## src/rtl/cv32e40p_obi_instr_responder.sv

```systemverilog
// cv32e40p_obi_instr_responder
//
// OBI instruction-fetch responder backed by a single-port synchronous-read
// SRAM. Grant and response latencies are programmable at run time so the
// prefetch buffer and aligner can be pushed into their corner cases.
// Fetches outside the SRAM window complete with a bus-error response.
//
// Ports
//   clk, rst_n        clock (rising edge) and asynchronous active-low reset
//   instr_req_i       OBI request
//   instr_addr_i      OBI byte address (bits [1:0] ignored)
//   instr_gnt_o       OBI grant
//   instr_rvalid_o    OBI response valid, one cycle per granted transfer
//   instr_rdata_o     response data (0 when not valid or on error)
//   instr_err_o       bus error, qualified by instr_rvalid_o
//   gnt_delay_i       cycles from request to grant
//   rvalid_delay_i    extra cycles a response waits at the queue head
//   mem_req_o         SRAM read enable
//   mem_addr_o        SRAM word address
//   mem_rdata_i       SRAM read data, valid the cycle after mem_req_o
//   busy_o            at least one transaction outstanding

module cv32e40p_obi_instr_responder #(
  parameter int unsigned ADDR_WIDTH = 14,
  parameter logic [31:0] BASE_ADDR  = 32'h0000_0000,
  parameter int unsigned DEPTH      = 2
) (
  input  logic                  clk,
  input  logic                  rst_n,
  input  logic                  instr_req_i,
  input  logic [31:0]           instr_addr_i,
  output logic                  instr_gnt_o,
  output logic                  instr_rvalid_o,
  output logic [31:0]           instr_rdata_o,
  output logic                  instr_err_o,
  input  logic [3:0]            gnt_delay_i,
  input  logic [3:0]            rvalid_delay_i,
  output logic                  mem_req_o,
  output logic [ADDR_WIDTH-1:0] mem_addr_o,
  input  logic [31:0]           mem_rdata_i,
  output logic                  busy_o
);

  localparam int unsigned CW = $clog2(DEPTH + 1);
  localparam int unsigned PW = (DEPTH > 1) ? $clog2(DEPTH) : 1;
  localparam logic [CW-1:0] DEPTH_C   = CW'(DEPTH);
  localparam logic [PW-1:0] LAST_PTR  = PW'(DEPTH - 1);
  localparam logic [32:0]   MEM_BYTES = 33'd1 << (ADDR_WIDTH + 2);
  localparam logic [32:0]   BASE_EXT  = {1'b0, BASE_ADDR};

  typedef enum logic {
    S_IDLE,
    S_WAIT
  } gnt_state_e;

  gnt_state_e      state;
  logic [3:0]      cnt;
  logic            gnt_raw;
  logic            gnt;
  logic            room;
  logic            xfer;

  logic [32:0]     addr_ext;
  logic [32:0]     offset;
  logic            in_range;

  logic            stage_valid;
  logic            stage_err;
  logic [32:0]     stage_entry;

  logic [32:0]     q_data [DEPTH];
  logic [PW-1:0]   rd_ptr;
  logic [PW-1:0]   wr_ptr;
  logic [CW-1:0]   q_count;
  logic            q_empty;
  logic [3:0]      head_wait;

  logic            head_ready;
  logic            bypass;
  logic            rvalid;
  logic [32:0]     resp;
  logic            push;
  logic            pop;
  logic            new_head;

  logic [CW-1:0]   outstanding;

  function automatic logic [PW-1:0] ptr_inc(input logic [PW-1:0] p);
    return (p == LAST_PTR) ? '0 : p + PW'(1);
  endfunction

  // 33-bit range arithmetic so addresses near 2^32 cannot wrap into the window
  assign addr_ext   = {1'b0, instr_addr_i & 32'hFFFF_FFFC};
  assign offset     = addr_ext - BASE_EXT;
  assign in_range   = (addr_ext >= BASE_EXT) && (offset < MEM_BYTES);
  assign mem_addr_o = offset[ADDR_WIDTH+1:2];

  // Response side: the queue head is released once it has waited long enough.
  // An empty queue with zero delay lets the SRAM-stage entry go straight out.
  // ">=" rather than "==" keeps a head from stalling if rvalid_delay_i is
  // lowered below the current wait count.
  assign q_empty     = (q_count == '0);
  assign stage_entry = {stage_err, stage_err ? 32'h0 : mem_rdata_i};
  assign head_ready  = !q_empty && (head_wait >= rvalid_delay_i);
  assign bypass      = q_empty && stage_valid && (rvalid_delay_i == 4'd0);
  assign rvalid      = head_ready || bypass;
  assign resp        = head_ready ? q_data[rd_ptr] : stage_entry;
  assign push        = stage_valid && !bypass;
  assign pop         = head_ready;
  assign new_head    = (q_empty && push) || (pop && ((q_count > CW'(1)) || push));

  // A response leaving this cycle frees a slot, so a grant may reuse it at once
  assign room = (outstanding < DEPTH_C) || rvalid;

  always_comb begin
    gnt_raw = 1'b0;
    if (instr_req_i && room) begin
      case (state)
        S_IDLE:  gnt_raw = (gnt_delay_i == 4'd0);
        S_WAIT:  gnt_raw = (cnt <= 4'd1);
        default: gnt_raw = 1'b0;
      endcase
    end
  end

  // Grant is combinational from registered state; gating with rst_n keeps it
  // (and the SRAM enable) low while reset is held even if a request is present
  assign gnt  = gnt_raw && rst_n;
  assign xfer = instr_req_i && gnt;

  // Grant FSM. cnt counts down in WAIT; the grant lands on the cycle the
  // decrement would reach zero, giving exactly gnt_delay_i cycles of latency.
  always_ff @(posedge clk or negedge rst_n) begin
    if (!rst_n) begin
      state <= S_IDLE;
      cnt   <= 4'd0;
    end else begin
      case (state)
        S_IDLE: begin
          if (instr_req_i && room && (gnt_delay_i != 4'd0)) begin
            state <= S_WAIT;
            cnt   <= gnt_delay_i;
          end
        end
        S_WAIT: begin
          if (!instr_req_i || gnt_raw) begin
            state <= S_IDLE;
            cnt   <= 4'd0;
          end else if (cnt != 4'd0) begin
            cnt <= cnt - 4'd1;
          end
        end
        default: begin
          state <= S_IDLE;
          cnt   <= 4'd0;
        end
      endcase
    end
  end

  // SRAM stage: remembers a transfer for one cycle while the read completes
  always_ff @(posedge clk or negedge rst_n) begin
    if (!rst_n) begin
      stage_valid <= 1'b0;
      stage_err   <= 1'b0;
    end else begin
      stage_valid <= xfer;
      stage_err   <= xfer && !in_range;
    end
  end

  always_ff @(posedge clk or negedge rst_n) begin
    if (!rst_n) begin
      for (int i = 0; i < DEPTH; i++) q_data[i] <= '0;
      rd_ptr    <= '0;
      wr_ptr    <= '0;
      q_count   <= '0;
      head_wait <= 4'd0;
    end else begin
      if (push) begin
        q_data[wr_ptr] <= stage_entry;
        wr_ptr         <= ptr_inc(wr_ptr);
      end
      if (pop) rd_ptr <= ptr_inc(rd_ptr);
      q_count <= q_count + CW'(push) - CW'(pop);
      if (new_head || q_empty) head_wait <= 4'd0;
      else if (head_wait != 4'hF) head_wait <= head_wait + 4'd1;
    end
  end

  always_ff @(posedge clk or negedge rst_n) begin
    if (!rst_n) begin
      outstanding <= '0;
    end else begin
      case ({xfer, rvalid})
        2'b10:   outstanding <= outstanding + CW'(1);
        2'b01:   outstanding <= outstanding - CW'(1);
        default: outstanding <= outstanding;
      endcase
    end
  end

  assign instr_gnt_o    = gnt;
  assign instr_rvalid_o = rvalid;
  assign instr_rdata_o  = rvalid ? resp[31:0] : 32'h0;
  assign instr_err_o    = rvalid && resp[32];
  assign mem_req_o      = xfer && in_range;
  assign busy_o         = (outstanding != '0);

endmodule

```

## config.mk

```make
export PLATFORM = sky130hd
export DESIGN_NAME = cv32e40p_obi_instr_responder
export DESIGN_NICKNAME = d
export VERILOG_FILES = /design/src/rtl/cv32e40p_obi_instr_responder.sv
export SDC_FILE = /design/constraint.sdc
export NUM_CORES = 1
export LEC_CHECK = 0
export BUFFER_PORTS_ARGS = -buffer_cell sky130_fd_sc_hd__buf_2
export CAP_MARGIN = 40
export CELL_PAD_IN_SITES_DETAIL_PLACEMENT = 1
export CELL_PAD_IN_SITES_GLOBAL_PLACEMENT = 2
export CORE_MARGIN = 1
export CORE_UTILIZATION = 32
export CTS_BUF_LIST = sky130_fd_sc_hd__clkbuf_4 sky130_fd_sc_hd__clkbuf_8
export CTS_CLUSTER_DIAMETER = 150
export DETAILED_ROUTE_END_ITERATION = 8
export HOLD_SLACK_MARGIN = 0.1
export PLACE_DENSITY_LB_ADDON = 0.2
export SYNTH_ARGS = -nofsm -noshare
export SYNTH_HDL_FRONTEND = slang
export SYNTH_SLANG_ARGS = --single-unit
```

## constraint.sdc

```tcl
create_clock -name clk -period 3.1 [get_ports clk]
set_input_delay 0.62 -clock clk [delete_from_list [all_inputs] [get_ports clk]]
set_output_delay 0.62 -clock clk [all_outputs]
set_load 0.01 [all_outputs]
```

# ---- Yosys cells after proc, flatten, opt, wreduce, memory -nomap -nowiden
# Index checks and enable logic that the tools add are counted.
dict set report totals {
  register_bits 83
  input_bits 75
  out_inout_bits 51
  word_cells 93
}
dict set report classes {
  n_addsub 8
  n_lt_le_gt_ge 9
  eq_ne 5
  n_mux 23
  bitwise 3
  n_reduce_logical 34
}
# op count
set op_table {}
lappend op_table {{$mux W33} 5}
lappend op_table {{$bwmux W66} 1}
lappend op_table {{$mux W32} 2}
lappend op_table {{$demux W33 S1} 1}
lappend op_table {{$ge A32 B1 Y1 const B} 1}
lappend op_table {{$lt A32 B17 Y1 const B} 1}
lappend op_table {{$mux W4} 5}
lappend op_table {{$logic_and A1 B1 Y1} 15}
lappend op_table {{$logic_not A4 Y1} 2}
lappend op_table {{$pmux W4 S2} 1}
lappend op_table {{$reduce_bool A4 Y1} 2}
lappend op_table {{$logic_or A1 B1 Y1} 6}
lappend op_table {{$reduce_bool A2 Y1} 3}
lappend op_table {{$mux W1} 5}
lappend op_table {{$add A4 B1 Y4 const B} 1}
lappend op_table {{$ge A2 B2 Y1 const B} 2}
lappend op_table {{$ge A4 B4 Y1} 1}
lappend op_table {{$le A4 B1 Y1 const B} 1}
lappend op_table {{$logic_not A1 Y1} 4}
lappend op_table {{$ne A4 B4 Y1 const B} 1}
lappend op_table {{$not A1 Y2} 2}
lappend op_table {{$pmux W1 S2} 2}
lappend op_table {{$pmux W2 S2} 1}
lappend op_table {{$sub A4 B1 Y4 const B} 1}
lappend op_table {{15 further kinds} 16}

# ---- Depth between registers and ports, before layout
# Gate-level depths: netlist (run 1).
dict set report logic_depth {
  word_depth 11
  depth_mapped 13
  depth_no_buf 11
}

# ---- Worst setup path after synthesis (run 1)
# OpenSTA, ideal clock, no wires.
dict set report synth_timing {
  kind {input -> register}
  start {input port rvalid_delay_i[0]}
  end {register q_count[1]}
  setup_time_ns 0.123
  arrival_time_ns 2.684
  required_time_ns 2.977
  setup_slack_ns 0.293
  stages 12
  path_buffers 2
  path_cell_list {ha_1 nor3b_1 o21a_1 or2_2 clkbuf_1 clkbuf_1 inv_1 ha_1 inv_1 ha_1 xnor2_1 xnor2_1}
}
dict set report synth_between {
  elab_chain_cells 6
  word_cells_on_any_way 8
  cone_classes {2 x add/sub; 1 x order compare; 5 x reduce/logical}
}
# item line
set synth_lines {}
lappend synth_lines {{from (decl)} 37} ;# input logic [3:0] rvalid_delay_i,
lappend synth_lines {{$logic_not A4 Y1} 105} ;# assign bypass = q_empty && stage_valid && (rvalid_delay_i == 4'd0);
lappend synth_lines {{$logic_and A1 B1 Y1} 105}
lappend synth_lines {{$logic_not A1 Y1} 108} ;# assign push = stage_valid && !bypass;
lappend synth_lines {{$logic_and A1 B1 Y1} 108}
lappend synth_lines {{$add A2 B1 Y2} 185} ;# q_count <= q_count + CW'(push) - CW'(pop);
lappend synth_lines {{$sub A2 B1 Y2 (*)} 185}
lappend synth_lines {{to (signal assigned)} 185}
lappend synth_lines {{to (decl)} 74} ;# logic [CW-1:0] q_count;
# Every way passes the cells marked *; elsewhere a longest branch is shown, timed or not.
# A chain may end at the register's enable or synchronous reset.

# ---- Worst setup path after layout (run 1)
dict set report layout_timing {
  start {register head_wait[2]}
  end {output port instr_rdata_o[24]}
}
dict set report layout_between {
  elab_chain_cells 4
  word_cells_on_any_way 5
  cone_classes {1 x order compare; 2 x mux; 2 x reduce/logical}
}
# item line
set layout_lines {}
lappend layout_lines {{from (decl)} 76} ;# logic [3:0] head_wait;
lappend layout_lines {{from (signal assigned)} 187} ;# else if (head_wait != 4'hF) head_wait <= head_wait + 4'd1;
lappend layout_lines {{$ge A4 B4 Y1 (*)} 104} ;# assign head_ready = !q_empty && (head_wait >= rvalid_delay_i);
lappend layout_lines {{$logic_and A1 B1 Y1 (*)} 104}
lappend layout_lines {{$mux W33 / $logic_or A1 B1 Y1 (equally long branches)} {107, 106}}
lappend layout_lines {{$mux W32 (*)} 205} ;# assign instr_rdata_o = rvalid ? resp[31:0] : 32'h0;
lappend layout_lines {{to (decl)} 34} ;# output logic [31:0] instr_rdata_o,
# Marked as above.

==> impl_metrics.py, run 1 <==
metrics = {
    "global_route": {
        "grt_antenna_before_repair": 0,
        "wire_length_of_the_first_global_routing_pass_microns": 19400,
        "grt_overflow": 0,
        "global_route.usage.total_pct": 17.2,
        "grt_pass1_vias": 3895,
        "grt_max_degree": 50,
    },
    "clock_tree": {
        "cts.repair_timing.setup_buffer_count": 0,
        "htree_levels": 3,
        "cts_inserted_buffers": 9,
        "clk_transition_reported_paths_ns": 0.08,
        "tritoncts": "done",
        "clock-root-buffer": "clkbuf_8",
        "clock_latency_ns": 0.36,
        "number_of_clock_sinks": 83,
        "cts-root-to-sink-buffers": 2,
    },
    "final_layout": {
        "finish.net_count": 630,
        "multi_input_gate_area_in_the_final_layout_sq_um": 2000,
        "n_antenna_cell": 0,
        "layout_cell_share_with_drive_strength_beyond_1_pct": 27.3,
        "fillerInstances": 1619,
        "sequential_cell_area_sq_um": 2080,
        "area_growth_from_synthesis_to_layout_pct": 19.2,
    },
    "setup_path": {
        "crit_path_end_kind": "output port",
        "timing.critical_path.slowest_cell_delay_ns": 0.46,
        "worstReg2RegEnd": "q_count[1]",
        "reg2regPathDepth": 12,
        "crit_family": "flip-flops",
        "critPathKind": "reg -> out",
        "start_kind": "flip-flop",
        "worst_r2r_startpoint": "head_wait[0]",
        "critPathSlowestCell": "dfrtp_1",
        "timing.critical_path.to": "instr_rdata_o[24]",
        "critical_path_peak_fanout": 11,
        "worst_reg2reg_setup_slack_ns": 0.65,
        "critical_path_required_ns": 2.48,
        "timing.critical_path.from": "head_wait[2]",
        "crit_arrival_ns": 2.24,
        "worst-path-buf-inv": 2,
        "timing.critical_path.cells": "ha_1, o211ai_1, o21a_1, or2_2, buf_4, o22ai_1, buf_2",
        "crit_cells": 7,
    },
    "placement": {
        "port_buffers": 95,
        "dpl_worst_slack_ns": 0.238,
        "gp_congestion": 0.764,
        "detailed_place_hpwl_microns": 7980,
    },
    "pwr": {
        "power.share.clock_pct": 21.4,
        "power.share.combinational_pct": 37.9,
        "seq_power_share_pct": 40.7,
        "finalPower_mw": 4.39,
        "netSwitchingFraction_pct": 36.5,
        "cellLeakagePower_nw": 2.65,
        "power_switching_mw": 1.60,
        "internal_power_mw": 2.79,
        "power-per-cell-area_nw_per_um2": 833,
        "worst_ir_drop_vdd_v": 0.000278,
    },
    "floorplan": {
        "effective_utilization_at_floorplan_pct": 33.1,
        "coreArea_sq_um": 13300,
        "top_level_ports": 126,
        "die_x_microns": 120,
        "die_height_microns": 120,
        "die-area_sq_um": 14300,
        "placementRows": 42,
    },
    "timing": {
        "relSlewSlack_pct": 58.1,
        "finalWorstSetupSlack_ns": 0.235,
        "final-max-slew-violation-count": 0,
        "finalHoldViolCount": 0,
        "worst_pin_slew_ns": 0.629,
        "finalSetupViolations": 0,
        "timing.fmax_mhz": 349,
        "clock-skew-final_ns": 0.00765,
        "finalWorstPathRequiredPeriod_ns": 2.86,
        "fin_setup_tns_ns": 0,
        "layout_worst_path_cycle_share_pct": 92.4,
        "rsz0062_at_grt": "false",
    },
    "drt": {
        "totalWireLength_microns": 11400,
        "post-route-drc-count": 0,
        "drt-vias-per-instance": 4.97,
        "drt.antenna.violating_nets": 0,
        "routedWlPerCell_microns": 15.7,
        "first_iter_violations": 108,
        "via_count": 3606,
        "dr.pass1.iters": 6,
    },
    "logic_synthesis": {
        "ys.warnings.count": 0,
        "synth_cell_types": 51,
        "synth_seq_area_share_pct": 47.0,
        "synth.largest_area_cell": "dfrtp_1",
        "syn_area_sq_um": 4420,
        "ys_flop_type": "dfrtp_1",
        "synth-seq-cells": 83,
        "synth-async-reset-ratio_pct": 100,
        "synth.net_count": 551,
        "netlist_top_cells_area": "dfrtp_1 (47%), nand2_1 (9.0%), mux2i_1 (7.7%), o21ai_0 (5.3%), o22ai_1 (4.7%)",
        "post_synth_edffs": 0,
        "synth_largest_type_area_fraction_pct": 47.0,
        "syn_area_per_cell_sq_um": 9.49,
        "gate_count_of_the_mapped_netlist": 466,
    },
    "status": {
        "result_of_the_run": "finished, final reports clean",
    },
    "worst_hold_path": {
        "holdCritPathClass": "in -> async",
    },
    "run": {
        "timing.max_cap.violations": 0,
    },
}
[registers in the layout (all words and copies together) (netlist names), 2 cells and up]
register	cells
cnt	4
q_data	66
head_wait	4
q_count	2
outstanding	2
[kinds of logic after synthesis]
kind of cell / Yosys count / share of synthesized area (%)
AOI/OAI and AO/OA: 127 / 18.2
xor gates and xnor gates: 7 / 1.39
adders and majority gates: 10 / 2.83
buffers and inverters: 58 / 8.03
DFF: 83 / 47.0
muxes: 34 / 7.69
and+or+nand+nor: 147 / 14.9
[how the worst min path moves through the flow]
stage / endpoint / startpoint
global placement: q_data[26] / q_data[26]
global route: q_data[52] / rst_n
detailed placement: q_data[63] / q_data[63]
floorplan: cnt[0] / rst_n
finish: q_data[21] / rst_n
CTS: q_data[21] / rst_n
[synth_stat cells, types with 2 or more instances]
cell type / instances
nand2_1: 106
dfrtp_1: 83
o21ai_0: 47
mux2i_1: 34
o22ai_1: 33
buf_4: 14
clkbuf_1: 13
inv_1: 12
o21ai_1: 11
o21ai_2: 11
ha_1: 10
buf_6: 9
nor2_1: 8
nor4_1: 7
xnor2_1: 6
o21a_1: 5
nor3_1: 4
a21oi_1: 3
buf_2: 3
nor3b_1: 3
o311ai_0: 3
or2_2: 3
or3_1: 3
a31oi_1: 2
and2_1: 2
buf_1: 2
clkbuf_2: 2
clkinv_1: 2
nand3_1: 2
nor2b_1: 2
[cells in the final DEF (no fill, tap or decap), types with 3 or more instances in the layout]
cell type / n
nand2_1: 106
buf_2: 94
dfrtp_1: 81
o21ai_0: 47
mux2i_1: 34
o22ai_1: 32
inv_1: 12
buf_4: 12
o21ai_2: 11
o21ai_1: 11
ha_1: 10
clkbuf_8: 9
nor2_1: 8
nor4_1: 7
xnor2_1: 6
buf_12: 6
o21a_1: 5
nor3_1: 4
nor3b_1: 3
a21oi_1: 3
or2_2: 3
o311ai_0: 3
bufinv_16: 3
[power by group through the flow]
stage,logic (mW),registers [mW],clock network [mW]
floorplan,1.26,1.68,0
global placement,1.63,1.78,0
CTS,1.70,1.79,0.978
detailed placement,1.69,1.81,0
finish,1.67,1.79,0.941
global route,1.90,1.84,1.01
[area by class of cell]
cell class	count	area share, %
Clock buffer	10	2.49
Inverter	14	0.996
Timing Repair Buffer	112	12.9
Multi-Input combinational cell	325	37.9
Sequential cell	83	39.4
Tap cell	176	4.18
Clock inverter	6	2.11
[routing by layer]
layer,global-route usage (%),up-vias,part of all wire (%),wire (microns)
met5,0,-,0,0
met4,4.22,0,0.97,110
met3,3.94,13,4.6,524
met2,29.8,85,49,5540
met1,21.7,1726,46,5200
li1,-,1782,-,-
[stage by stage]
| stage | utilization (%) | hold WS (ns) | area [sq um] | instances |
|---|---|---|---|---|
| finish | 39.5 | 0.352 | 5270 | 726 |
| global route | 39.5 | 0.364 | 5270 | 726 |
| CTS | 39.5 | 0.351 | 5270 | 726 |
| detailed placement | 37.6 | 0.465 | 5020 | 710 |
| global placement | 37.6 | 0.459 | 5020 | 710 |
| floorplan | - | 0.324 | 4420 | 466 |
[what timing repair did]
item	CTS	global route
hold buffers	0	0
setup endpoints to repair	0	1
gates resized for setup	0	2
Power figures use the tool's default switching activity.
==> run 2: changes to the inputs <==
- ABC_AREA: not set -> 1
- CORE_UTILIZATION: 32 -> 30
==> run 2 against run 1 <==
Net effect:
- the run now ends with design-rule violations left
- total power grew 0.41%
- fmax grew 0.88%
- worst hold slack lost 0.052 ns
- synthesized cell count grew 25%
- clock power shrank 18%
- sequential cell count is the same
- worst setup slack gained 0.025 ns
- combinational power grew 3%
- largest cell class unchanged
==> impl_metrics.py, run 2 <==
metrics = {
    "placement": {
        "dpl_worst_slack_ns": 0.304,
        "gp_congestion": 0.762,
        "detailed_place_hpwl_microns": 8280,
        "place_area_sq_um": 5050,
        "port_buffers": 95,
    },
    "clock_tree": {
        "cts.repair_timing.setup_buffer_count": 0,
        "clock-root-buffer": "clkbuf_8",
        "cts-root-to-sink-buffers": 2,
        "cts_inserted_buffers": 9,
        "number_of_clock_sinks": 83,
        "htree_levels": 3,
        "clock_latency_ns": 0.37,
        "clk_transition_reported_paths_ns": 0.08,
        "post_cts_resized": 0,
        "tritoncts": "done",
        "cts_hold_buffers": 0,
    },
    "floorplan": {
        "coreArea_sq_um": 14600,
        "die_height_microns": 125,
        "top_level_ports": 126,
        "effective_utilization_at_floorplan_pct": 30.9,
        "die_x_microns": 125,
        "die-area_sq_um": 15600,
        "placementRows": 44,
    },
    "setup_path": {
        "timing.critical_path.from": "head_wait[3]",
        "worstReg2RegEnd": "outstanding[1]",
        "worst_r2r_startpoint": "head_wait[3]",
        "worst_reg2reg_setup_slack_ns": 0.70,
        "crit_path_end_kind": "output port",
        "critical_path_required_ns": 2.48,
        "crit_arrival_ns": 2.22,
        "start_kind": "flip-flop",
        "critical_path_peak_fanout": 22,
        "reg2regPathDepth": 13,
        "critPathKind": "reg -> out",
    },
    "timing": {
        "finalWorstSetupSlack_ns": 0.260,
        "finalSetupViolations": 0,
        "worst_pin_slew_ns": 0.713,
        "timing.fmax_mhz": 352,
        "rsz0062_at_grt": "false",
        "finalHoldViolCount": 0,
        "clock-skew-final_ns": 0.00861,
        "relSlewSlack_pct": 52.4,
        "fin_setup_tns_ns": 0,
        "finalWorstPathRequiredPeriod_ns": 2.84,
        "final-max-slew-violation-count": 0,
        "layout_worst_path_cycle_share_pct": 91.6,
    },
    "final_layout": {
        "area_growth_from_synthesis_to_layout_pct": 16.1,
        "largest_reg_flops": 66,
        "finish.net_count": 742,
        "mostFrequentLayoutCell": "nand2_1",
        "layout.cells.most_common_list": "nand2_1 (206), o21ai_0 (117), buf_2 (94)",
        "layout_cell_share_with_drive_strength_beyond_1_pct": 21.5,
        "largest_registers_ranked_by_flip_flop_count": "q_data x66, cnt x4, head_wait x4",
        "n_antenna_cell": 0,
        "finalInstanceArea_sq_um": 5250,
        "max_flop_register": "q_data",
    },
    "pwr": {
        "worst_ir_drop_vdd_v": 0.000289,
        "finalPower_mw": 4.41,
        "cellLeakagePower_nw": 2.73,
        "power-per-cell-area_nw_per_um2": 840,
    },
    "global_route": {
        "grtUsageMet1_pct": 21.7,
        "grt_overflow": 0,
        "grt_max_degree": 57,
        "grt_pass1_vias": 4080,
        "wire_length_of_the_first_global_routing_pass_microns": 20500,
        "gr-max-usage-layer": "met2",
        "met3_track_demand_over_resource_pct": 2.92,
        "globalRouteMet2Util_pct": 27.7,
        "grt_antenna_before_repair": 0,
        "global_route.usage.total_pct": 16.8,
    },
    "logic_synthesis": {
        "synth_cell_types": 34,
        "syn_area_sq_um": 4520,
        "netlist_top_cells_area": "dfrtp_1 (46%), nand2_1 (17%), o21ai_0 (13%), inv_1 (4.2%), ha_1 (2.8%)",
        "synth-async-reset-ratio_pct": 100,
        "synth.net_count": 668,
        "synth_largest_type_area_fraction_pct": 45.9,
        "syn_area_per_cell_sq_um": 7.76,
        "ys_flop_type": "dfrtp_1",
        "synth.largest_area_cell": "dfrtp_1",
        "synth_seq_area_share_pct": 45.9,
        "post_synth_edffs": 0,
        "synth-seq-cells": 83,
        "gate_count_of_the_mapped_netlist": 583,
        "synth_top_cells_by_count": "nand2_1 (206), o21ai_0 (117), dfrtp_1 (83)",
        "yosys.cell_count.top_type": "nand2_1",
        "ys.warnings.count": 0,
    },
    "worst_hold_path": {
        "holdCritPathClass": "in -> async",
    },
    "run": {
        "timing.max_cap.violations": 0,
    },
    "drt": {
        "drt-vias-per-instance": 4.68,
        "totalWireLength_microns": 12000,
        "via_count": 3960,
        "post-route-drc-count": 18,
        "dr.pass1.iters": 6,
        "routedWlPerCell_microns": 14.2,
        "drt.antenna.violating_nets": 0,
        "first_iter_violations": 177,
    },
    "status": {
        "failed_checks": "design-rule violations",
        "result_of_the_run": "finished with violations",
    },
}
-- run 2: through the flow --
| step | cells | hold slack [ns] | utilization [%] |
|---|---|---|---|
| 6_report | 846 | 0.300 | 35.8 |
| 5_1_grt | 846 | 0.307 | 35.8 |
| 4_1_cts | 846 | 0.294 | 35.8 |
| 3_5_place_dp | 830 | 0.473 | 34.5 |
| 3_3_place_gp | 830 | 0.464 | 34.5 |
| 2_1_floorplan | 583 | 0.324 | - |
-- run 2: cells by family (layout without fill, tap and decap cells) --
logic type / after synthesis / after routing / synth area share [%]
compound gates: 139 / 139 / 15.8
xor+xnor: 9 / 9 / 1.74
fa+ha+maj: 10 / 10 / 2.77
buf+inv: 100 / 179 / 11.5
flops: 83 / 83 / 45.9
simple gates: 242 / 242 / 22.3
-- run 2: worst max-delay path by stage --
stage	endpoint
floorplan	instr_rdata_o[10]
global placement	instr_rdata_o[5]
detailed placement	instr_rdata_o[5]
CTS	instr_rdata_o[5]
global route	instr_rdata_o[5]
finish	instr_rdata_o[5]
-- run 2: layer usage --
layer	routed length, microns	up-vias
met4	230	0
li1	-	2000
met5	0	-
met1	5800	1878
met2	5600	65
met3	374	17
-- run 2: critical path: stages (launching register included) --
cell and delay, ns:
dfrtp_1 0.45, ha_1 0.34, nand2_1 0.06, inv_1 0.05, nand2_1 0.05, nand3_1 0.08
nand2_1 0.09, clkinv_1 0.07, buf_4 0.27, nand2_1 0.07, o21ai_0 0.13, buf_2 0.19
-- run 2: layout make-up --
| type | instances | area, sq um |
|---|---|---|
| fillers | 1826 | 9400 |
| flip-flops and latches | 83 | 2080 |
| multi-input cells | 400 | 1930 |
| repair buffers | 107 | 606 |
| well taps | 184 | 230 |
| inverters | 56 | 210 |
| clock buffers | 13 | 179 |
| clock inverters | 3 | 20.0 |
-- run 2: report_power, final --
| group | total [mW] | internal [mW] | switching, mW |
|---|---|---|---|
| sequential | 1.92 | 1.58 | 0.346 |
| combinational | 1.72 | 0.700 | 1.01 |
| clock | 0.774 | 0.377 | 0.397 |
